<file path="src/rtl/apb3_cmd_pkg.sv">
// Shared types for the APB3 command requester: command/response records and FSM states.
package apb3_cmd_pkg;

  localparam int MAX_ADDR_W             = 32;
  localparam int MAX_DATA_W             = 32;
  localparam int TIMEOUT_CYCLES_DEFAULT = 256;

  // Fields are sized for the widest configuration and cast at the ports.
  typedef struct packed {
    logic                  write;
    logic [MAX_ADDR_W-1:0] addr;
    logic [MAX_DATA_W-1:0] wdata;
  } cmd_t;

  typedef struct packed {
    logic [MAX_DATA_W-1:0] rdata;
    logic                  slverr;
    logic                  timeout;
  } rsp_t;

  typedef enum logic [1:0] {
    STATE_IDLE,
    STATE_SETUP,
    STATE_ACCESS
  } state_t;

endpackage

</file>
<file path="src/rtl/apb3_cmd_fifo.sv">
// Synchronous command FIFO; Depth must be a power of 2 so pointers wrap naturally.
module apb3_cmd_fifo
  import apb3_cmd_pkg::*;
#(
  parameter int Depth = 4
) (
  input  logic clk,
  input  logic rst,
  input  logic i_push,
  input  cmd_t i_data,
  input  logic i_pop,
  output cmd_t o_data,
  output logic o_full,
  output logic o_empty
);

  localparam int PtrW = $clog2(Depth);
  localparam int CntW = PtrW + 1;

  cmd_t            r_mem [Depth];
  logic [PtrW-1:0] r_wptr;
  logic [PtrW-1:0] r_rptr;
  logic [CntW-1:0] r_count;
  logic            w_push;
  logic            w_pop;

  // A full FIFO refuses a push even when a pop happens in the same cycle.
  assign o_full  = (r_count == CntW'(Depth));
  assign o_empty = (r_count == '0);
  assign w_push  = i_push && !o_full;
  assign w_pop   = i_pop && !o_empty;
  assign o_data  = r_mem[r_rptr];

  always_ff @(posedge clk) begin
    if (w_push) r_mem[r_wptr] <= i_data;
  end

  always_ff @(posedge clk) begin
    if (rst) begin
      r_wptr  <= '0;
      r_rptr  <= '0;
      r_count <= '0;
    end else begin
      if (w_push) r_wptr <= r_wptr + 1'b1;
      if (w_pop)  r_rptr <= r_rptr + 1'b1;
      case ({w_push, w_pop})
        2'b10:   r_count <= r_count + 1'b1;
        2'b01:   r_count <= r_count - 1'b1;
        default: r_count <= r_count;
      endcase
    end
  end

endmodule

</file>
<file path="src/rtl/apb3_cmd_requester.sv">
// APB3 manager: queues read/write commands and runs them one at a time as SETUP/ACCESS transfers.
// Optional ACCESS wait timeout enabled by defining APB3_CMD_REQUESTER_TIMEOUT_EN.
module apb3_cmd_requester
  import apb3_cmd_pkg::*;
#(
  parameter int AddressWidth  = 20,
  parameter int DataWidth     = 32,
  parameter int CmdDepth      = 4,
  parameter int TimeoutCycles = TIMEOUT_CYCLES_DEFAULT
) (
  input  logic                    clk,
  input  logic                    rst,
  input  logic                    cmd_valid,
  output logic                    cmd_ready,
  input  logic                    cmd_write,
  input  logic [AddressWidth-1:0] cmd_addr,
  input  logic [DataWidth-1:0]    cmd_wdata,
  output logic                    rsp_valid,
  input  logic                    rsp_ready,
  output logic [DataWidth-1:0]    rsp_rdata,
  output logic                    rsp_slverr,
  output logic                    rsp_timeout,
  output logic                    psel,
  output logic                    penable,
  output logic                    pwrite,
  output logic [AddressWidth-1:0] paddr,
  output logic [DataWidth-1:0]    pwdata,
  input  logic                    pready,
  input  logic [DataWidth-1:0]    prdata,
  input  logic                    pslverr
);

  cmd_t                    w_cmd_in;
  cmd_t                    w_head;
  logic                    w_full;
  logic                    w_empty;
  logic                    w_pop;
  logic                    w_load;
  logic                    w_timeout_hit;
  state_t                  r_state;
  state_t                  w_state_nxt;
  rsp_t                    r_rsp;
  rsp_t                    w_rsp_nxt;
  logic                    r_rsp_valid;
  logic                    r_pwrite;
  logic [AddressWidth-1:0] r_paddr;
  logic [DataWidth-1:0]    r_pwdata;
  logic                    w_unused;

  always_comb begin
    w_cmd_in       = '0;
    w_cmd_in.write = cmd_write;
    w_cmd_in.addr  = MAX_ADDR_W'(cmd_addr);
    w_cmd_in.wdata = MAX_DATA_W'(cmd_wdata);
  end

  apb3_cmd_fifo #(.Depth(CmdDepth)) u_fifo (
    .clk     (clk),
    .rst     (rst),
    .i_push  (cmd_valid),
    .i_data  (w_cmd_in),
    .i_pop   (w_pop),
    .o_data  (w_head),
    .o_full  (w_full),
    .o_empty (w_empty)
  );

  assign cmd_ready = !w_full;

`ifdef APB3_CMD_REQUESTER_TIMEOUT_EN
  localparam int WaitW = $clog2(TimeoutCycles + 1);
  logic [WaitW-1:0] r_wait;

  // Held at zero outside ACCESS, so it is already clear on entry.
  always_ff @(posedge clk) begin
    if (rst || r_state != STATE_ACCESS) r_wait <= '0;
    else if (!pready)                   r_wait <= r_wait + 1'b1;
  end

  assign w_timeout_hit = (r_state == STATE_ACCESS) && !pready &&
                         (r_wait == WaitW'(TimeoutCycles - 1));
  assign rsp_timeout   = r_rsp.timeout;
`else
  assign w_timeout_hit = 1'b0;
  assign rsp_timeout   = 1'b0;
`endif

  always_comb begin
    w_state_nxt = r_state;
    w_rsp_nxt   = r_rsp;
    w_pop       = 1'b0;
    w_load      = 1'b0;
    psel        = 1'b0;
    penable     = 1'b0;
    case (r_state)
      STATE_IDLE: begin
        // Only start when the response slot is free or being freed this cycle.
        if (!w_empty && (!r_rsp_valid || rsp_ready)) begin
          w_pop       = 1'b1;
          w_state_nxt = STATE_SETUP;
        end
      end
      STATE_SETUP: begin
        psel        = 1'b1;
        w_state_nxt = STATE_ACCESS;
      end
      STATE_ACCESS: begin
        psel    = 1'b1;
        penable = 1'b1;
        if (pready) begin
          w_load            = 1'b1;
          w_rsp_nxt.rdata   = r_pwrite ? '0 : MAX_DATA_W'(prdata);
          w_rsp_nxt.slverr  = pslverr;
          w_rsp_nxt.timeout = 1'b0;
          w_state_nxt       = STATE_IDLE;
        end else if (w_timeout_hit) begin
          w_load            = 1'b1;
          w_rsp_nxt.rdata   = '0;
          w_rsp_nxt.slverr  = 1'b1;
          w_rsp_nxt.timeout = 1'b1;
          w_state_nxt       = STATE_IDLE;
        end
      end
      default: w_state_nxt = STATE_IDLE;
    endcase
  end

  always_ff @(posedge clk) begin
    if (rst) begin
      r_state     <= STATE_IDLE;
      r_rsp       <= '0;
      r_rsp_valid <= 1'b0;
      r_pwrite    <= 1'b0;
      r_paddr     <= '0;
      r_pwdata    <= '0;
    end else begin
      r_state <= w_state_nxt;
      // A new load takes priority over a same-cycle consume.
      if (w_load) begin
        r_rsp       <= w_rsp_nxt;
        r_rsp_valid <= 1'b1;
      end else if (rsp_ready) begin
        r_rsp_valid <= 1'b0;
      end
      if (w_pop) begin
        r_pwrite <= w_head.write;
        r_paddr  <= w_head.addr[AddressWidth-1:0];
        r_pwdata <= w_head.wdata[DataWidth-1:0];
      end
    end
  end

  assign pwrite     = r_pwrite;
  assign paddr      = r_paddr;
  assign pwdata     = r_pwdata;
  assign rsp_valid  = r_rsp_valid;
  assign rsp_rdata  = r_rsp.rdata[DataWidth-1:0];
  assign rsp_slverr = r_rsp.slverr;

  assign w_unused = ^{w_head.addr, w_head.wdata, r_rsp, TimeoutCycles[0]};

endmodule

</file>
<file path="config.mk">
export PLATFORM = sky130hd
export DESIGN_NAME = apb3_cmd_requester
export DESIGN_NICKNAME = d
export VERILOG_FILES = /design/src/rtl/apb3_cmd_pkg.sv /design/src/rtl/apb3_cmd_fifo.sv /design/src/rtl/apb3_cmd_requester.sv
export SDC_FILE = /design/constraint.sdc
export NUM_CORES = 1
export LEC_CHECK = 0
export CORE_MARGIN = 2
export CORE_UTILIZATION = 50
export DETAILED_ROUTE_END_ITERATION = 8
export PLACE_DENSITY = 0.85
export SETUP_SLACK_MARGIN = 0.4
export SLEW_MARGIN = 20
export SYNTH_ARGS = -nofsm -noshare
export SYNTH_HDL_FRONTEND = slang
export SYNTH_HIERARCHICAL = 1
export SYNTH_SLANG_ARGS = --single-unit
</file>
<file path="constraint.sdc">
create_clock -name clk -period 3 [get_ports clk]
set_input_delay 0.45 -clock clk [delete_from_list [all_inputs] [get_ports clk]]
set_output_delay 0.45 -clock clk [all_outputs]
set_load 0.05 [all_outputs]
</file>
==> results_dict.tcl <==
set metrics [dict create \
    p_int_mw 8.76 \
    design.core.area_um2 22800 \
    ir_drop_mv 0.742 \
    drtIter0Drc 651 \
    rows 55 \
    dr.pass1.iters 5 \
    num-nets-final 1018 \
    slew_headroom_pct 44.2 \
    drive_gt1_share_pct 13.5 \
    cts_setup_buffers 0 \
    powerDensity_nw_per_um2 913 \
    fp.dieH_um 157 \
    via_per_inst 5.59 \
    seq_power_share_pct 40.9 \
    period_share_pct 83.8 \
    cp-end-kind "output pin" \
    netlist_instances 749 \
    clk_pin_slew_ns 0.06 \
    dp_hpwl_um 14700 \
    final-hold-violation-count 0 \
    critical_path_required_ns 2.55 \
    hold_class "input pin to flop" \
    synth.avg_cell_area_um2 15.6 \
    p_switching_mw 4.60 \
    power_frac_comb_pct 33.6 \
    drc 0 \
    cts_buffers 30 \
    skew_ns 0.0193 \
    rsz0062_at_grt "no" \
    die_area_um2 24700 \
    drv_slew 0 \
    grt_pass1_wl_um 38600 \
    clockRootBuffer "clkbuf_16" \
    cts_hold_buf 0 \
    globalRouteOverflowTotal 0 \
    areaGrowthSynthToFinish_pct 25.0 \
    clock_latency_ns 0.54 \
    worstMarginPinSlew_ns 0.837 \
    fin_total_pwr_mw 13.4 \
    p_leak_nw 4.68 \
    clockPowerShare_pct 25.5 \
    port_buffers 180 \
    drv_cap 0 \
    path_max_fanout 3 \
    hold_depth 2 \
    cts_tree "built" \
    first_global_vias 7046 \
    reg2regPathDepth 11 \
    layout_min_cycle_time_ns 2.51 \
    antenna_cells 0 \
    status "finished clean" \
    cp_cell_sequence "inv_1, ha_1, clkdlybuf4s50_1" \
    antenna_found_initial 0 \
    finalHoldWorstSlack_ns 0.443 \
    crit_type "flop to output pin" \
    grt_util_all_layers_pct 20.3 \
    worst_path_largest_cell_delay_ns 0.82 \
    syn-num-nets 849 \
    netlist_area_um2 11700 \
    totalWireLength_um 25300 \
    yosysWarnings 6 \
    vias 7020 \
    ant_nets 0 \
    tns_ns 0 \
    clock.fmax_ghz 0.398 \
    crit_arrival_ns 2.06 \
    cts_buffer_depth 3 \
    grt_max_degree 101 \
    setup-violations-final 0 \
    die_x_um 157 \
    critPathSlowestCell "clkdlybuf4s50_1" \
    switching_share_pct 34.4 \
    start_util_pct 51.2 \
    place_congestion 0.727 \
    io_pins 182 \
    cts.sinks 310 \
    htreeDepth 1 \
    startpoint_type "flop" \
    place_ws_ns 0.328 \
    setup_slack_ns 0.487 \
    wl_per_cell_um 20.1 \
]
-- state kept, by name, indices dropped and copies added, names as in the netlist, named ones only --
signal          count
u_fifo/r_count      3
u_fifo/r_rptr       2
r_state             2
rsp_slverr          1
rsp_rdata          32
paddr              20
u_fifo/r_mem      212
rsp_valid           1
pwrite              1
u_fifo/r_wptr       2
pwdata             32
-- worst paths after layout --
kind                       end  slack (ns)              start
max reg2reg  u_fifo/r_count[2]        0.60  u_fifo/r_count[0]
min          u_fifo/r_count[0]        0.44                rst
max                       psel        0.49         r_state[1]
min reg2reg       rsp_rdata[3]        0.45       rsp_rdata[3]
-- stage by stage --
step	instances	utilization [%]	instance area, µm²
after global routing	1255	64.0	14600
after global placement	1199	60.1	13700
after floorplan	749	-	11700
final	1255	64.0	14600
after detailed placement	1199	60.1	13700
after CTS	1255	64.0	14600
-- worst max-delay path: cells and delay by family (launching register included) --
family / cells / cell delay, ns
buffers and inverters: 2 / 0.89
flip-flops: 1 / 0.35
adder cells (fa/ha/maj): 1 / 0.28
-- power by group through the flow --
stage / Combinational (mW) / Sequential, mW / Clock, mW
floorplan: 2.12 / 6.57 / 0
global placement: 4.44 / 5.53 / 0
detailed placement: 4.51 / 5.55 / 0
CTS: 4.53 / 5.47 / 3.49
global route: 4.80 / 5.53 / 3.66
finish: 4.49 / 5.47 / 3.41
-- cell usage in the layout, fill, tap and decap left out, drive strengths merged, types with 3 or more instances in the layout --
cell type        n
inv             11
xor2             3
nand4b          32
ha               8
nand2b           5
dfxtp           98
nand3           54
nand2           35
a21oi           91
clkinv          14
buf             20
or3              3
edfxtp         212
nor2             7
clkbuf          40
o21ai           56
and2             5
mux4            53
clkdlybuf4s50  178
-- routing by layer --
layer	part of all wire (%)	up-vias	routed length, µm	track usage, %
met1	40	3500	10200	26.8
li1	-	3209	-	-
met4	1.9	0	476	4.68
met5	0	-	0	0
met3	8.5	34	2160	4.93
met2	49	277	12500	34.4
-- cell type report --
| cell class | instances | area (µm²) |
|---|---|---|
| Inverter | 11 | 41.3 |
| Fill cell | 1673 | 8220 |
| Clock buffer | 40 | 820 |
| Clock inverter | 16 | 75.1 |
| Multi-Input combinational cell | 366 | 2980 |
| Sequential cell | 310 | 8330 |
| Tap cell | 313 | 392 |
| Timing Repair Buffer | 199 | 1990 |
-- timing repair --
action                                  CTS  global route
hold endpoints to repair                  0             0
resized for setup                         1             1
endpoints found under the setup margin    1             1
No activity file was read; power rests on OpenSTA's default activity.
